[config.mk]
export PLATFORM = sky130hd
export DESIGN_NAME = slave_reg
export DESIGN_NICKNAME = d
export VERILOG_FILES = /design/src/rtl/slave_reg.sv
export SDC_FILE = /design/constraint.sdc
export NUM_CORES = 1
export LEC_CHECK = 0
export BUFFER_PORTS_ARGS = -buffer_cell sky130_fd_sc_hd__buf_2
export CORE_ASPECT_RATIO = 0.8
export CORE_MARGIN = 4
export CORE_UTILIZATION = 40
export CTS_BUF_LIST = sky130_fd_sc_hd__clkbuf_16
export DETAILED_ROUTE_END_ITERATION = 8
export PLACE_DENSITY = 0.58
export SYNTH_ARGS = -nofsm -noshare
export SYNTH_HDL_FRONTEND = slang
export SYNTH_SLANG_ARGS = --single-unit
export TNS_END_PERCENT = 20
[constraint.sdc]
create_clock -name clk -period 5.8 [get_ports clk]
set_input_delay 1.16 -clock clk [delete_from_list [all_inputs] [get_ports clk]]
set_output_delay 1.16 -clock clk [all_outputs]
set_load 0.02 [all_outputs]
[src/rtl/slave_reg.sv]
// Bus target: two-phase (address, data) handshake onto a bank of 32-bit registers
// with programmable data-phase wait states. Optional macro SLAVE_REG_RO_ID_EN makes register 0 a read-only ID.
module slave_reg #(
  parameter int unsigned NUM_REGS    = 8,
  parameter logic [15:0] BASE_ADDR   = 16'h0000,
  parameter int unsigned WAIT_CYCLES = 1,
  parameter logic [31:0] ID_VALUE    = 32'h5A5A_0001
) (
  input  logic        clk,
  input  logic        reset,
  input  logic        valid,
  input  logic        read,
  input  logic        write,
  input  logic [15:0] addr,
  input  logic [31:0] write_data,
  output logic        ready,
  output logic [31:0] read_data,
  output logic        err
);

  localparam logic [1:0] ST_IDLE      = 2'd0;
  localparam logic [1:0] ST_ADDR_ACK  = 2'd1;
  localparam logic [1:0] ST_DATA_WAIT = 2'd2;
  localparam logic [1:0] ST_DATA_ACK  = 2'd3;

  logic [1:0]  state_q, state_d;
  logic [7:0]  cnt_q, cnt_d;
  logic [15:0] idx_q, idx_d;
  logic        wr_q, wr_d;
  logic        hit_q, hit_d;
  logic        ready_q, ready_d;
  logic [31:0] rdata_q, rdata_d;
  logic        err_q, err_d;
  logic [31:0] regs_q [NUM_REGS];

  logic [15:0] idx_dec;
  logic        hit_dec;
  logic        malformed;
  logic        data_ack_d;
  logic        ro_hit;
  logic        access_ok;
  logic        we;
  logic [31:0] rd_mux;

  assign idx_dec = addr - BASE_ADDR;
  assign hit_dec = (addr >= BASE_ADDR) && ({1'b0, idx_dec} < 17'(NUM_REGS));

`ifdef SLAVE_REG_RO_ID_EN
  assign ro_hit = (idx_q == 16'd0);
`else
  logic [31:0] unused_id;
  assign ro_hit    = 1'b0;
  assign unused_id = ID_VALUE;
`endif

  always_comb begin
    rd_mux = '0;
    for (int unsigned i = 0; i < NUM_REGS; i++) begin
      if (idx_q == 16'(i)) rd_mux = regs_q[i];
    end
`ifdef SLAVE_REG_RO_ID_EN
    if (ro_hit) rd_mux = ID_VALUE;
`endif
  end

  always_comb begin
    state_d   = state_q;
    cnt_d     = cnt_q;
    idx_d     = idx_q;
    wr_d      = wr_q;
    hit_d     = hit_q;
    malformed = 1'b0;
    case (state_q)
      ST_IDLE: begin
        if (valid && (read ^ write)) begin
          idx_d   = idx_dec;
          wr_d    = write;
          hit_d   = hit_dec;
          state_d = ST_ADDR_ACK;
        end else if (valid && read && write) begin
          malformed = 1'b1;
        end
      end
      ST_ADDR_ACK: begin
        cnt_d = 8'(WAIT_CYCLES);
        if (!valid)                state_d = ST_IDLE;
        else if (WAIT_CYCLES == 0) state_d = ST_DATA_ACK;
        else                       state_d = ST_DATA_WAIT;
      end
      ST_DATA_WAIT: begin
        cnt_d = cnt_q - 8'd1;
        if (!valid)             state_d = ST_IDLE;
        else if (cnt_q == 8'd1) state_d = ST_DATA_ACK;
      end
      ST_DATA_ACK: state_d = ST_IDLE;
      default:     state_d = ST_IDLE;
    endcase
  end

  // Outputs are registered from the next state so ready/read_data/err line up
  // with the cycle the FSM spends in each ack state; the write commits on the same edge.
  assign data_ack_d = (state_d == ST_DATA_ACK);
  assign access_ok  = hit_q && !(wr_q && ro_hit);
  assign we         = data_ack_d && wr_q && access_ok;

  always_comb begin
    ready_d = (state_d == ST_ADDR_ACK) || data_ack_d;
    rdata_d = (data_ack_d && !wr_q && access_ok) ? rd_mux : '0;
    err_d   = malformed || (data_ack_d && !access_ok);
  end

  always_ff @(posedge clk) begin
    if (reset) begin
      state_q <= ST_IDLE;
      cnt_q   <= '0;
      idx_q   <= '0;
      wr_q    <= 1'b0;
      hit_q   <= 1'b0;
      ready_q <= 1'b0;
      rdata_q <= '0;
      err_q   <= 1'b0;
    end else begin
      state_q <= state_d;
      cnt_q   <= cnt_d;
      idx_q   <= idx_d;
      wr_q    <= wr_d;
      hit_q   <= hit_d;
      ready_q <= ready_d;
      rdata_q <= rdata_d;
      err_q   <= err_d;
    end
  end

  always_ff @(posedge clk) begin
    if (reset) begin
      for (int unsigned i = 0; i < NUM_REGS; i++) regs_q[i] <= '0;
    end else if (we) begin
      for (int unsigned i = 0; i < NUM_REGS; i++) begin
        if (idx_q == 16'(i)) regs_q[i] <= write_data;
      end
    end
  end

  assign ready     = ready_q;
  assign read_data = rdata_q;
  assign err       = err_q;

endmodule
== Word level (Yosys, flattened, before mapping) ==
Memories as Yosys holds them, arrays and structs flattened.
Index checks and enable logic that the tools add are counted.

* Word-level logic and storage cells: 112
* Memory bits (read-only): 0
* Bits in writable memories: 256
* Memories kept: 1
* Output and inout port bits: 34
* Bits in registers: 62
* Input bits: 53
* Latch bits: 0

* $mul: 0
* Shifts and indexed selects: 0
* Order comparisons: 2
* Reductions and logical operators: 18
* Equality and inequality tests: 13
* Muxes and demuxes: 59
* Divide/modulo/power cells: 0
* Bitwise operators: 10
* $add $sub $neg: 1

{| class="wikitable"
|+ Memories
! name !! depth !! width !! read ports !! clocked after Yosys merged registers in !! write ports !! line !! text
|-
| regs_q || 8 || 32 || 8 || 0 || 8 || 34 || <nowiki>logic [31:0] regs_q [NUM_REGS];</nowiki>
|}

{| class="wikitable"
|+ Operators by type and width
! kind !! count
|-
| two-way mux 32 bit || 16
|-
| == test 16 x 3 -> 1 bit (second input constant) || 4
|-
| two-way mux 1 bit || 37
|-
| == test 16 x 2 -> 1 bit (second input constant) || 2
|-
| == test 16 x 1 -> 1 bit (second input constant) || 1
|-
| >= comparator 16 x 1 -> 1 bit (second input constant) || 1
|-
| zero test 16 bit || 1
|-
| < comparator 16 x 4 -> 1 bit (second input constant) || 1
|-
| one-hot mux 8 bit (2 select lines) || 1
|-
| logical AND 1 bit || 9
|-
| == test 8 x 1 -> 1 bit (second input constant) || 1
|-
| two-way mux 2 bit || 4
|-
| OR 1 bit || 8
|-
| one-hot mux 2 bit (4 select lines) || 1
|-
| subtractor 8 x 1 -> 8 bit (second input constant) || 1
|-
| == test 2 bit (second input constant) || 3
|-
| == test 2 x 1 -> 1 bit (second input constant) || 2
|-
| zero test 1 bit || 2
|-
| zero test 2 bit || 1
|-
| logical OR 1 bit || 2
|-
| AND reduction 2 bit || 1
|-
| nonzero test 2 bit || 1
|-
| OR reduction 2 bit || 1
|-
| NOT 1 bit || 1
|-
| XOR 1 bit || 1
|}

== Depth between registers and ports, before layout ==
* Depth after elaboration: 11
* Mapped depth: 9
* Depth with buffers taken out: 7

== Least setup slack after synthesis ==
Ideal clock, no wire load.

* Kind: input to register
* From: input port write
* To: memory regs_q[7][4], in the netlist regs_q[1][100] (enable)
* Setup time: 0.470 ns
* Data arrival time: 4.929 ns
* Path buffers: 1
* Stages: 6
* Setup slack: 0.401 ns
* Data required time: 5.330 ns
* Cells stage by stage: xor2_1 > and3_1 > clkbuf_1 > a211oi_4 > nand3_1 > o31ai_1

{| class="wikitable"
|+ RTL lines
! item !! line !! text
|-
| start, declared || 13 || <nowiki>input logic write,</nowiki>
|-
| end, declared || 34 ||
|}

==> metrics.md <==
| Metric | Value |
|---|---|
| Outcome | `completed` |
| # diodes | `0` |
| Unrepaired setup endpoints after global routing | `no` |
| Tot GR Track Use | `a little under a fifth` |
| Starting density of the core | `between 40 and 50%` |
| Final setup viols | `0` |
| DRT Wirelength | `about 34000 um` |
| CP peak stage delay | `620 ps` |
| Antenna violations before repair | `0` |
| Worst setup SP type | `flip-flop` |
| Clock Pin Slew Worst Setup and Hold Paths | `about 60 ps` |
| Post-synthesis cell area | `0.0134 sq mm` |
| Hold-fix buffers, CTS | `0` |
| Rel. slew slack | `33.2%` |
| Most common cell after layout, fill and taps aside | `edfxtp_1` |
| Fmax | `about 0.26 GHz` |
| Most frequent cells in the layout | `edfxtp_1, nor2_1, nand2_1` |
| CP Buf/Inv Count | `3` |
| Setup TNS | `0 ps` |
| Pin count of the biggest net entering global routing | `67` |
| Number of enable flip-flop cells after synthesis | `256` |
| Pwr per Cell Area | `roughly 340 mW/mm^2` |
| Slowest CP cell | `nand4_2` |
| Synthesized net count | `1177` |
| Placed Instances | `1581` |
| Cts repair resizes | `0` |
| Layout cells sized above 1 | `16.0%` |
| CTS tree | `built` |
| Worst-Skew Late Latency | `520 ps` |
| Crit-path leading delay family | `simple AND/OR/NAND/NOR gates` |
| Fin Hold WS | `460 ps` |
| Arr. time, crit path | `3960 ps` |
| Vias per inst | `5.40` |
| Sequential fraction of the synthesis area | `66.6%` |
| Die Wd | `~210 um` |
| Leakage | `5.59 nW` |
| Synth cell types | `60` |
| Final nets | `roughly 1200` |
| Root Driver | `clkbuf_16` |
| # IOs | `87` |
| Max Cap Viol | `0` |
| Ys async rst share | `0%` |
| Synth Warn # | `0` |
| DRT iter0 DRCs | `approximately 800` |
| First-pass GRT wire length | `53000 um` |
| Worst-Margin Slew | `about 1000 ps` |
| CTS buffer count | `34` |
| Crit-path max FO | `33` |
| Maximum vdd drop | `175 uV` |
| FF+latch count, synth | `318` |
| CP endpoint kind | `flip-flop` |
| Die Span Y | `~170 um` |
| Most frequent CP cell | `buf_4` |
| Clock period minus worst slack | `3790 ps` |
| Die area | `0.0366 sq mm` |
| Vias | `8864` |
| Deepest clock path buffer count | `3` |
| Layout Cells excl Fill | `1640` |
| Hold Crit Class | `reg2reg` |
| Post-DP HPWL | `21000 um` |
| DR WL/cell | `20.9 um` |
| H-tree levels | `2` |
| Syn avg cell area | `~12 sq um` |
| Mapped Cells | `1119` |
| Prevailing post-synth register cell | `edfxtp_1` |
| Rows | `59` |
| Clk sink count | `318` |
| Core ar. | `0.0328 sq mm` |
| Fin. max-slew vios | `0` |
| Layout Utilization | `a little under half` |
| DRT antenna net count | `0` |
| RD Place Congestion | `0.783` |
| Area grow syn2layout | `14.0%` |
| Overflow after GRT | `0` |
| Detailed Routing Iterations Pass 1 | `5` |
| Final Hold Viols | `0` |
| Residual DRC | `0` |
| CP required | `5970 ps` |
| CP Class | `reg2reg` |
| Tcrit/Tclk final | `65.4%` |
| Clock Skew | `32.9 ps` |
| Post-CTS setup buffers | `0` |
| Vias in the first global route | `8879` |
| IO buf count | `86` |
| Worst-path cell chain | `nor4_2, nand4_2, nor3_4, buf_4, nand4_4, buf_4, nand2_1, buf_4` |
==> Yosys cell counts (3+ instances only) <==
master | instances | share of area, %
a2111oi_1 | 3 | 0.22
a211oi_1 | 25 | 1.4
a21o_1 | 3 | 0.17
a21oi_1 | 64 | 2.4
a221oi_1 | 30 | 2.0
a22oi_1 | 21 | 1.2
a32oi_1 | 3 | 0.20
and2_0 | 4 | 0.19
and2_1 | 8 | 0.37
buf_1 | 7 | 0.20
buf_2 | 8 | 0.30
buf_6 | 18 | 1.5
clkbuf_1 | 43 | 1.2
dfxtp_1 | 62 | 9.3
edfxtp_1 | 256 | 57
ha_1 | 5 | 0.47
inv_1 | 39 | 1.1
mux2_2 | 11 | 0.92
mux2i_1 | 32 | 2.4
nand2_1 | 98 | 2.7
nand2b_1 | 6 | 0.28
nand3_1 | 10 | 0.37
nand4_4 | 6 | 0.95
nor2_1 | 224 | 6.3
nor2b_1 | 8 | 0.37
nor3_1 | 18 | 0.67
nor4_1 | 11 | 0.51
o21ai_0 | 49 | 1.8
o311ai_0 | 3 | 0.20
xnor2_1 | 3 | 0.20
xor2_1 | 3 | 0.20
==> power by group <==
group,internal (mW),switching [mW],total (mW)
Sequential,2.56,0.0466,2.61
Clock,1.30,0.863,2.16
Combinational,0.123,0.278,0.402
Total,3.98,1.19,5.17
==> area by class of cell <==
cell class | count | area (sq um)
flip-flops and latches | 318 | 8930
multi-input cells | 684 | 3920
fillers | 2997 | 17500
clock inverters | 23 | 208
well taps | 427 | 534
repair buffers | 112 | 638
clock buffers | 36 | 901
inverters | 40 | 150
==> worst paths after layout <==
kind	from	end	slack [ps]	cells after the start
worst max register to register	idx_q[4]$_SDFFE_PP0P_	regs_q[0][112]$_SDFFCE_PN0P_	2010	8
worst min-delay path	idx_q[8]$_SDFFE_PP0P_	idx_q[8]$_SDFFE_PP0P_	460	2
worst min register to register	idx_q[8]$_SDFFE_PP0P_	idx_q[8]$_SDFFE_PP0P_	460	2
worst max-delay path	idx_q[4]$_SDFFE_PP0P_	regs_q[0][112]$_SDFFCE_PN0P_	2010	8
==> routing by layer <==
layer	vias to the layer above	GRT usage (%)	share of wire (%)
met2	269	29.3	45
met1	4363	27.9	47
met5	-	0	0
met4	0	4.12	1.7
li1	4193	-	-
met3	39	3.08	6.1
==> logic make-up after synthesis <==
kind of cell / after synthesis / synth area share [%]
simple gates: 416 / 14.4
compound gates: 213 / 10.3
mux: 44 / 3.48
xor+xnor: 6 / 0.392
fa+ha+maj: 5 / 0.466
flops: 318 / 66.6
buf+inv: 117 / 4.38
==> registers in the layout, summed over array words and instances (netlist names) <==
name       flops
state_q        2
idx_q         16
err            1
wr_q           1
ready          1
regs_q       256
access_ok      1
cnt_q          8
read_data     32
==> through the flow <==
stage	power [mW]	setup WS (ps)	area, sq um
floorplan	2.90	401	13400
global placement	3.05	1560	14200
detailed placement	3.05	1480	14200
CTS	5.21	2020	15300
global route	5.36	1770	15300
finish	5.17	2010	15300
==> tightest hold or removal path, cell delays in order (launching register included) <==
cell	delay, ps
dfxtp_1	310
nand2_1	50
a21oi_1	50
Power figures use the tool's default switching activity.
